==> src/rtl/i2c_target.sv <==
// I2C target endpoint: 7-bit address, subaddress pointer, register strobes.
// Deglitched SCL/SDA inputs; open-drain SDA through sda_oe; no clock stretching.
module i2c_target #(
  parameter logic [6:0] ADDR = 7'h3C,
  parameter int         FILT = 4
) (
  input  logic       sys_clock,
  input  logic       reset,
  input  logic       scl_in,
  input  logic       sda_in,
  output logic       sda_oe,
  output logic [7:0] reg_addr,
  output logic [7:0] reg_wdata,
  output logic       reg_wr,
  output logic       reg_rd,
  input  logic [7:0] reg_rdata,
  output logic       busy
);

  localparam logic [2:0] S_IDLE   = 3'd0;
  localparam logic [2:0] S_ADDR   = 3'd1;
  localparam logic [2:0] S_ACK    = 3'd2;
  localparam logic [2:0] S_SUB    = 3'd3;
  localparam logic [2:0] S_WDATA  = 3'd4;
  localparam logic [2:0] S_RDATA  = 3'd5;
  localparam logic [2:0] S_RACK   = 3'd6;
  localparam logic [2:0] S_IGNORE = 3'd7;

  logic [FILT-1:0] scl_taps, sda_taps;
  logic            scl_f, sda_f, scl_p, sda_p;
  logic            scl_rise, scl_fall, start_c, stop_c;
  logic [2:0]      state, ack_next;
  logic            ack_inc, ack_drv, rack_ok, load_pend;
  logic [3:0]      bit_cnt;
  logic [6:0]      shift, tx;
  logic [7:0]      rx_byte;
  logic            byte_done;

  // Filtered level moves only when every tap agrees; idle bus level is 1.
  always_ff @(posedge sys_clock) begin
    if (reset) begin
      scl_taps <= '1;
      sda_taps <= '1;
      scl_f    <= 1'b1;
      sda_f    <= 1'b1;
      scl_p    <= 1'b1;
      sda_p    <= 1'b1;
    end else begin
      scl_taps <= {scl_taps[FILT-2:0], scl_in};
      sda_taps <= {sda_taps[FILT-2:0], sda_in};
      if (&scl_taps)       scl_f <= 1'b1;
      else if (~|scl_taps) scl_f <= 1'b0;
      if (&sda_taps)       sda_f <= 1'b1;
      else if (~|sda_taps) sda_f <= 1'b0;
      scl_p <= scl_f;
      sda_p <= sda_f;
    end
  end

  assign scl_rise  = scl_f & ~scl_p;
  assign scl_fall  = ~scl_f & scl_p;
  assign start_c   = scl_f & sda_p & ~sda_f;
  assign stop_c    = scl_f & ~sda_p & sda_f;
  assign rx_byte   = {shift, sda_f};
  assign byte_done = scl_rise && (bit_cnt == 4'd7);

  always_ff @(posedge sys_clock) begin
    if (reset) begin
      state     <= S_IDLE;
      ack_next  <= S_IDLE;
      ack_inc   <= 1'b0;
      ack_drv   <= 1'b0;
      rack_ok   <= 1'b0;
      load_pend <= 1'b0;
      bit_cnt   <= 4'd0;
      shift     <= 7'd0;
      tx        <= 7'd0;
      sda_oe    <= 1'b0;
      reg_addr  <= 8'd0;
      reg_wdata <= 8'd0;
      reg_wr    <= 1'b0;
      reg_rd    <= 1'b0;
      busy      <= 1'b0;
    end else begin
      // NOTE: strobes default low every cycle; later non-blocking writes in this block win.
      reg_wr    <= 1'b0;
      reg_rd    <= 1'b0;
      load_pend <= reg_rd;
      if (stop_c) begin
        state     <= S_IDLE;
        busy      <= 1'b0;
        sda_oe    <= 1'b0;
        load_pend <= 1'b0;
      end else if (start_c) begin
        state     <= S_ADDR;
        bit_cnt   <= 4'd0;
        sda_oe    <= 1'b0;
        load_pend <= 1'b0;
      end else begin
        if (scl_rise) begin
          shift   <= rx_byte[6:0];
          bit_cnt <= bit_cnt + 4'd1;
        end
        case (state)
          S_ADDR: if (byte_done) begin
            if (rx_byte[7:1] == ADDR && ADDR != 7'd0) begin
              state    <= S_ACK;
              busy     <= 1'b1;
              ack_next <= rx_byte[0] ? S_RDATA : S_SUB;
              ack_inc  <= 1'b0;
              ack_drv  <= 1'b0;
            end else begin
              state <= S_IGNORE;
              busy  <= 1'b0;
            end
          end
          S_SUB: if (byte_done) begin
            reg_addr <= rx_byte;
            state    <= S_ACK;
            ack_next <= S_WDATA;
            ack_inc  <= 1'b0;
            ack_drv  <= 1'b0;
          end
          S_WDATA: if (byte_done) begin
            reg_wdata <= rx_byte;
            reg_wr    <= 1'b1;
            state     <= S_ACK;
            ack_next  <= S_WDATA;
            ack_inc   <= 1'b1;
            ack_drv   <= 1'b0;
          end
          // First fall starts the ACK pulse, second fall ends it and enters the next byte.
          S_ACK: if (scl_fall) begin
            if (!ack_drv) begin
              sda_oe  <= 1'b1;
              ack_drv <= 1'b1;
            end else begin
              sda_oe  <= 1'b0;
              state   <= ack_next;
              bit_cnt <= 4'd0;
              reg_rd  <= (ack_next == S_RDATA);
              if (ack_inc) reg_addr <= reg_addr + 8'd1;
            end
          end
          S_RDATA: begin
            if (load_pend) begin
              tx     <= reg_rdata[6:0];
              sda_oe <= ~reg_rdata[7];
            end else if (scl_fall) begin
              if (bit_cnt == 4'd8) begin
                sda_oe  <= 1'b0;
                state   <= S_RACK;
                rack_ok <= 1'b0;
              end else begin
                sda_oe <= ~tx[6];
                tx     <= {tx[5:0], 1'b0};
              end
            end
          end
          S_RACK: begin
            if (scl_rise) begin
              if (!sda_f) begin
                reg_addr <= reg_addr + 8'd1;
                rack_ok  <= 1'b1;
              end else begin
                state <= S_IGNORE;
                busy  <= 1'b0;
              end
            end else if (scl_fall && rack_ok) begin
              reg_rd  <= 1'b1;
              bit_cnt <= 4'd0;
              state   <= S_RDATA;
            end
          end
          default: ;
        endcase
      end
    end
  end

endmodule
==> config.mk <==
export PLATFORM = sky130hd
export DESIGN_NAME = i2c_target
export DESIGN_NICKNAME = d
export VERILOG_FILES = /design/src/rtl/i2c_target.sv
export SDC_FILE = /design/constraint.sdc
export NUM_CORES = 1
export LEC_CHECK = 0
export CAP_MARGIN = 5
export CORE_MARGIN = 8
export CORE_UTILIZATION = 30
export DETAILED_ROUTE_END_ITERATION = 12
export PLACE_DENSITY_LB_ADDON = 0.25
export SYNTH_ARGS = -nofsm -noshare
export SYNTH_HDL_FRONTEND = slang
export SYNTH_SLANG_ARGS = --single-unit
==> constraint.sdc <==
create_clock -name sys_clock -period 2.7 [get_ports sys_clock]
set_clock_uncertainty 0.15 [all_clocks]
set_input_delay 0.81 -clock sys_clock [delete_from_list [all_inputs] [get_ports sys_clock]]
set_output_delay 0.81 -clock sys_clock [all_outputs]
set_load 0.01 [all_outputs]
After elaboration in Yosys (flattened, before gate mapping). Cells that the tools add are included.

$add $sub $neg: 2. Eq/ne operators: 37. Mux-type cells: 65. Bitwise logic cells: 15. Reductions and logical operators: 34.

Operators with widths (number): $mux 8 (6); $mux 3 (15); $ne 2x2->1 const B (14); $ne 3x3->1 const B (9); $mux 1 (25); $mux 4 (6); $pmux 8 s3 (1); $mux 7 (3); $reduce_and 10->1 (2); $pmux 3 s5 (1); $reduce_and 7->1 (2); $eq 3x3->1 const B (4); $reduce_and 4->1 (3); $reduce_or 4->1 (3); $reduce_and 5->1 (2); $reduce_bool 2->1 (5); $not 1->1 (9); $reduce_and 9->1 (1); $reduce_bool 3->1 (3); $add 8x1->8 const B (1); $ne 4x4->1 const B (2); $pmux 1 s2 (4); $pmux 4 s2 (1); $reduce_and 8->1 (1); other kinds (18) (30).

Register bits: 60. Input port bits: 12. Output and inout bits: 20.

Logic depth before layout (Yosys ltp).
Word-level depth: 7. Mapped depth: 8.

Least setup slack after synthesis. No wires, ideal clock.

Path type: reg2reg. Start: register bit_cnt[0]. End: register reg_addr[0]. Setup time: 0.075 ns. Arrival time: 1.962 ns. Slack: 0.513 ns. Stages on the path, launching flop included: 8. Clock period less this slack: 2.187 ns. Path through: dfxtp_1 -> ha_1 -> and4bb_1 -> a21oi_1 -> or4_1 -> clkbuf_2 -> or3b_1 -> a31oi_1.

Cells in the longest elaborated chain, start to end: 4.

RTL lines: start, declared (RTL line 34) `logic [3:0] bit_cnt;`; start signal, assigned (RTL line 102) `bit_cnt <= bit_cnt + 4'd1;`; $eq 4x3->1 (RTL line 65) `assign byte_done = scl_rise && (bit_cnt == 4'd7);`; $logic_and 1x1->1 (RTL line 65); $ne 2x2->1 (no source line); $reduce_and 9->1 (no source line); end signal, assigned (RTL line 118) `reg_addr <= rx_byte;`; end signal, assigned (RTL line 142) `if (ack_inc) reg_addr <= reg_addr + 8'd1;`; end signal, assigned (RTL line 163) `reg_addr <= reg_addr + 8'd1;`; end, declared (RTL line 12) `output logic [7:0] reg_addr,`.

Every way passes these cells. A chain may end at the register's enable or synchronous reset.

Final worst setup path. Same ends and word-level chain as after synthesis.

==> results.sh <==
export IMPL_status="finished clean"
export IMPL_leakagePower_nw=1.31
export IMPL_cts_sinks=60
export IMPL_syn_nets=346
export IMPL_endpoint="reg_addr[0]$_SDFFE_PP0P_"
export IMPL_diodes=0
export IMPL_rsz0062_at_grt="no"
export IMPL_die_w_um=114
export IMPL_worstReg2RegStart="bit_cnt[0]$_SDFFE_PP0N_"
export IMPL_worst_pin_slew_ns=0.564
export IMPL_coreArea_sq_um=9240
export IMPL_fin_crit_sh_pct=88.0
export IMPL_die_height_um=114
export IMPL_grt_max_degree=25
export IMPL_cts_hold_buf=0
export IMPL_crit_start="bit_cnt[0]$_SDFFE_PP0N_"
export IMPL_cts_htree_levels=3
export IMPL_drt_iter0_markers=79
export IMPL_setup_viol=0
export IMPL_slew_viol_final=0
export IMPL_drt_vias_per_instance=4.89
export IMPL_fill_cells=936
export IMPL_seq_area_frac_synth_pct=41.9
export IMPL_hp_start="sda_taps[2]$_SDFF_PP1_"
export IMPL_yosysWarnings=0
export IMPL_max_freq_mhz=421
export IMPL_place_congestion=0.777
export IMPL_worstPathRequired_ns=2.80
export IMPL_drc=0
export IMPL_vias=2409
export IMPL_p_switching_mw=0.358
export IMPL_period_minus_slack_ns=2.38
export IMPL_die_area_sq_um=12900
export IMPL_root_buffer="clkbuf_8"
export IMPL_start_util_pct=31.0
export IMPL_cts_made_buffers=9
export IMPL_final_cells=493
export IMPL_cp_max_fo=17
export IMPL_min_path_type="flop to flop"
export IMPL_powerDensity_nw_per_um2=477
export IMPL_internal_power_mw=1.31
export IMPL_clk_pin_slew_ns=0.06
export IMPL_cts_tree="yes"
export IMPL_grt_pass1_wl_um=11300
export IMPL_synth_cells=331
export IMPL_clk_insertion_delay_late_ns=0.33
export IMPL_ys_ff_latch=60
export IMPL_drive_gt1_share_pct=11.5
export IMPL_io_pins=32
export IMPL_placed_cells=479
export IMPL_first_pass_iters=4
export IMPL_ir_drop_mv=0.260
export IMPL_synth_edf_count=0
export IMPL_area_growth_pct=21.9
export IMPL_antenna_found_initial=0
export IMPL_seqPwrFrac_pct=53.8
export IMPL_worstRegToRegCells=6
export IMPL_end_kind="flop"
export IMPL_final_nets=376
export IMPL_drv_cap=0
export IMPL_hold_violations=0
export IMPL_relSlewSlack_pct=62.4
export IMPL_fp_row_count=35
export IMPL_synthArstFlopShare_pct=0
export IMPL_r2r_slack_ns=0.32
export IMPL_cp_data_arrival_time_ns=2.48
export IMPL_syn_area_per_cell_sq_um=8.66
export IMPL_syn_area_sq_um=2870
export IMPL_p_clk_share_pct=43.6
export IMPL_pwr_share_comb_pct=2.7
export IMPL_io_buffers=31
export IMPL_timing_rr_end="reg_addr[0]$_SDFFE_PP0P_"
export IMPL_grt_overflow=0
export IMPL_ant_nets=0
export IMPL_cts_path_max_buffers=2
export IMPL_criticalPathCategory="flop to flop"
export IMPL_wl_per_cell_um=13.7
export IMPL_tns_ns=0
export IMPL_p_sw_share_pct=21.5
export IMPL_synth_main_ff_cell="dfxtp_1"
export IMPL_critPathLaunchType="flop"
export IMPL_dp_hpwl_um=4740
export IMPL_grt_usage_pct=11.0
export IMPL_grt_pass1_vias=2311
export IMPL_yosysUniqueCellTypes=53
export IMPL_drt_total_wl_um=6770
per-stage QoR:
step	area [sq um]	total power, mW	util, %	hold WS, ns	worst slack (ns)
3_3_place_gp	3310	0.960	35.9	0.283	0.189
3_5_place_dp	3310	0.961	35.9	0.286	0.150
6_report	3490	1.67	37.8	0.302	0.324
4_1_cts	3490	1.70	37.8	0.303	0.123
5_1_grt	3490	1.75	37.8	0.326	0.0927
2_1_floorplan	2870	0.936	-	0.265	0.513
registers in the layout (all words and copies together), names as in the netlist, 3 cells and up:
register	flops
shift	7
state	3
ack_next	3
reg_wdata	8
reg_addr	8
sda_taps	4
tx	7
scl_taps	4
bit_cnt	4
critical path, cell delays in order (launching register included):
cell and delay (ns):
dfxtp_1 0.38, ha_1 0.20, and4bb_1 0.32, a21oi_1 0.10, or4_4 0.61, or3b_1 0.38, a31oi_1 0.16
power by group through the flow:
stage	Clock [mW]	Combinational (mW)	Sequential [mW]
final	0.726	0.0442	0.896
after global routing	0.803	0.0480	0.896
after CTS	0.755	0.0450	0.896
after detailed placement	0	0.0450	0.916
after global placement	0	0.0449	0.915
after floorplan	0	0.0224	0.913
cell families after synthesis:
family                   count (synthesis)  share of synthesized area, %
adder cells (fa/ha/maj)                  3                          1.31
buffers and inverters                   25                          3.67
AO/OA/AOI/OAI                           72                          16.0
flip-flops                              60                          41.9
AND/OR/NAND/NOR                        144                          27.6
multiplexers                            26                          9.13
XOR/XNOR                                 1                         0.306
layer usage:
layer | track usage [%] | wire length (um)
met2 | 17.0 | 3080
met4 | 5.86 | 148
met3 | 3.12 | 222
met1 | 13.6 | 3310
met5 | 0 | 0
layout make-up:
| class | count | area (sq um) | area share [%] |
|---|---|---|---|
| clock buffers | 12 | 165 | 4.73 |
| clock inverters | 2 | 10.0 | 0.287 |
| inverters | 3 | 11.3 | 0.322 |
| multi-input cells | 246 | 1560 | 44.8 |
| flip-flops and latches | 60 | 1200 | 34.4 |
| well taps | 129 | 161 | 4.62 |
| repair buffers | 41 | 380 | 10.9 |
repair_timing:
| action | in CTS | in global routing |
|---|---|---|
| gates resized for setup | 0 | 1 |
| setup endpoints to repair | 0 | 1 |
| setup buffers | 0 | 0 |
worst min-delay path by stage:
stage | endpoint | slack, ns | cells after the start
after floorplan | sda_taps[3]$_SDFF_PP1_ | 0.27 | 1
after global placement | sda_taps[3]$_SDFF_PP1_ | 0.28 | 1
after detailed placement | scl_taps[2]$_SDFF_PP1_ | 0.29 | 1
after CTS | scl_taps[2]$_SDFF_PP1_ | 0.30 | 1
after global routing | scl_taps[2]$_SDFF_PP1_ | 0.33 | 1
final | sda_taps[3]$_SDFF_PP1_ | 0.30 | 1
cell usage after synthesis, drive strengths merged (2+ instances only):
cell type | number | share of area (%)
o21bai | 2 | 0.52
nand4 | 3 | 0.66
nand2b | 11 | 2.4
a31oi | 3 | 0.66
and3b | 4 | 1.2
ha | 3 | 1.3
or2 | 16 | 3.6
a21oi | 28 | 5.0
nand4b | 3 | 0.92
a211oi | 8 | 2.1
nor3b | 6 | 1.6
and3 | 3 | 0.66
nor2b | 4 | 0.87
nand3b | 5 | 1.3
o21a | 2 | 0.52
inv | 3 | 0.39
o32ai | 2 | 0.61
mux2i | 25 | 8.7
buf | 3 | 0.74
and2 | 2 | 0.44
o21ai | 11 | 1.9
a22oi | 2 | 0.52
clkbuf | 19 | 2.5
nand3 | 9 | 1.6
nor2 | 39 | 5.1
or3b | 2 | 0.61
or3 | 5 | 1.1
dfxtp | 60 | 42
a221oi | 2 | 0.61
a21o | 3 | 0.79
nand2 | 18 | 2.4
nor3 | 9 | 1.6
cell usage in the layout, fill, tap and decap left out, types with 10 or more instances in the layout:
master / synthesis / routed
buf_4: 0 / 10
a21oi_1: 27 / 27
nand2b_1: 11 / 11
clkbuf_8: 0 / 12
or2_2: 12 / 12
nor2_1: 39 / 39
mux2i_1: 25 / 25
dfxtp_1: 60 / 60
clkdlybuf4s50_1: 0 / 30
nand2_1: 18 / 18
o21ai_0: 11 / 11
No activity file was read; power rests on OpenSTA's default activity.
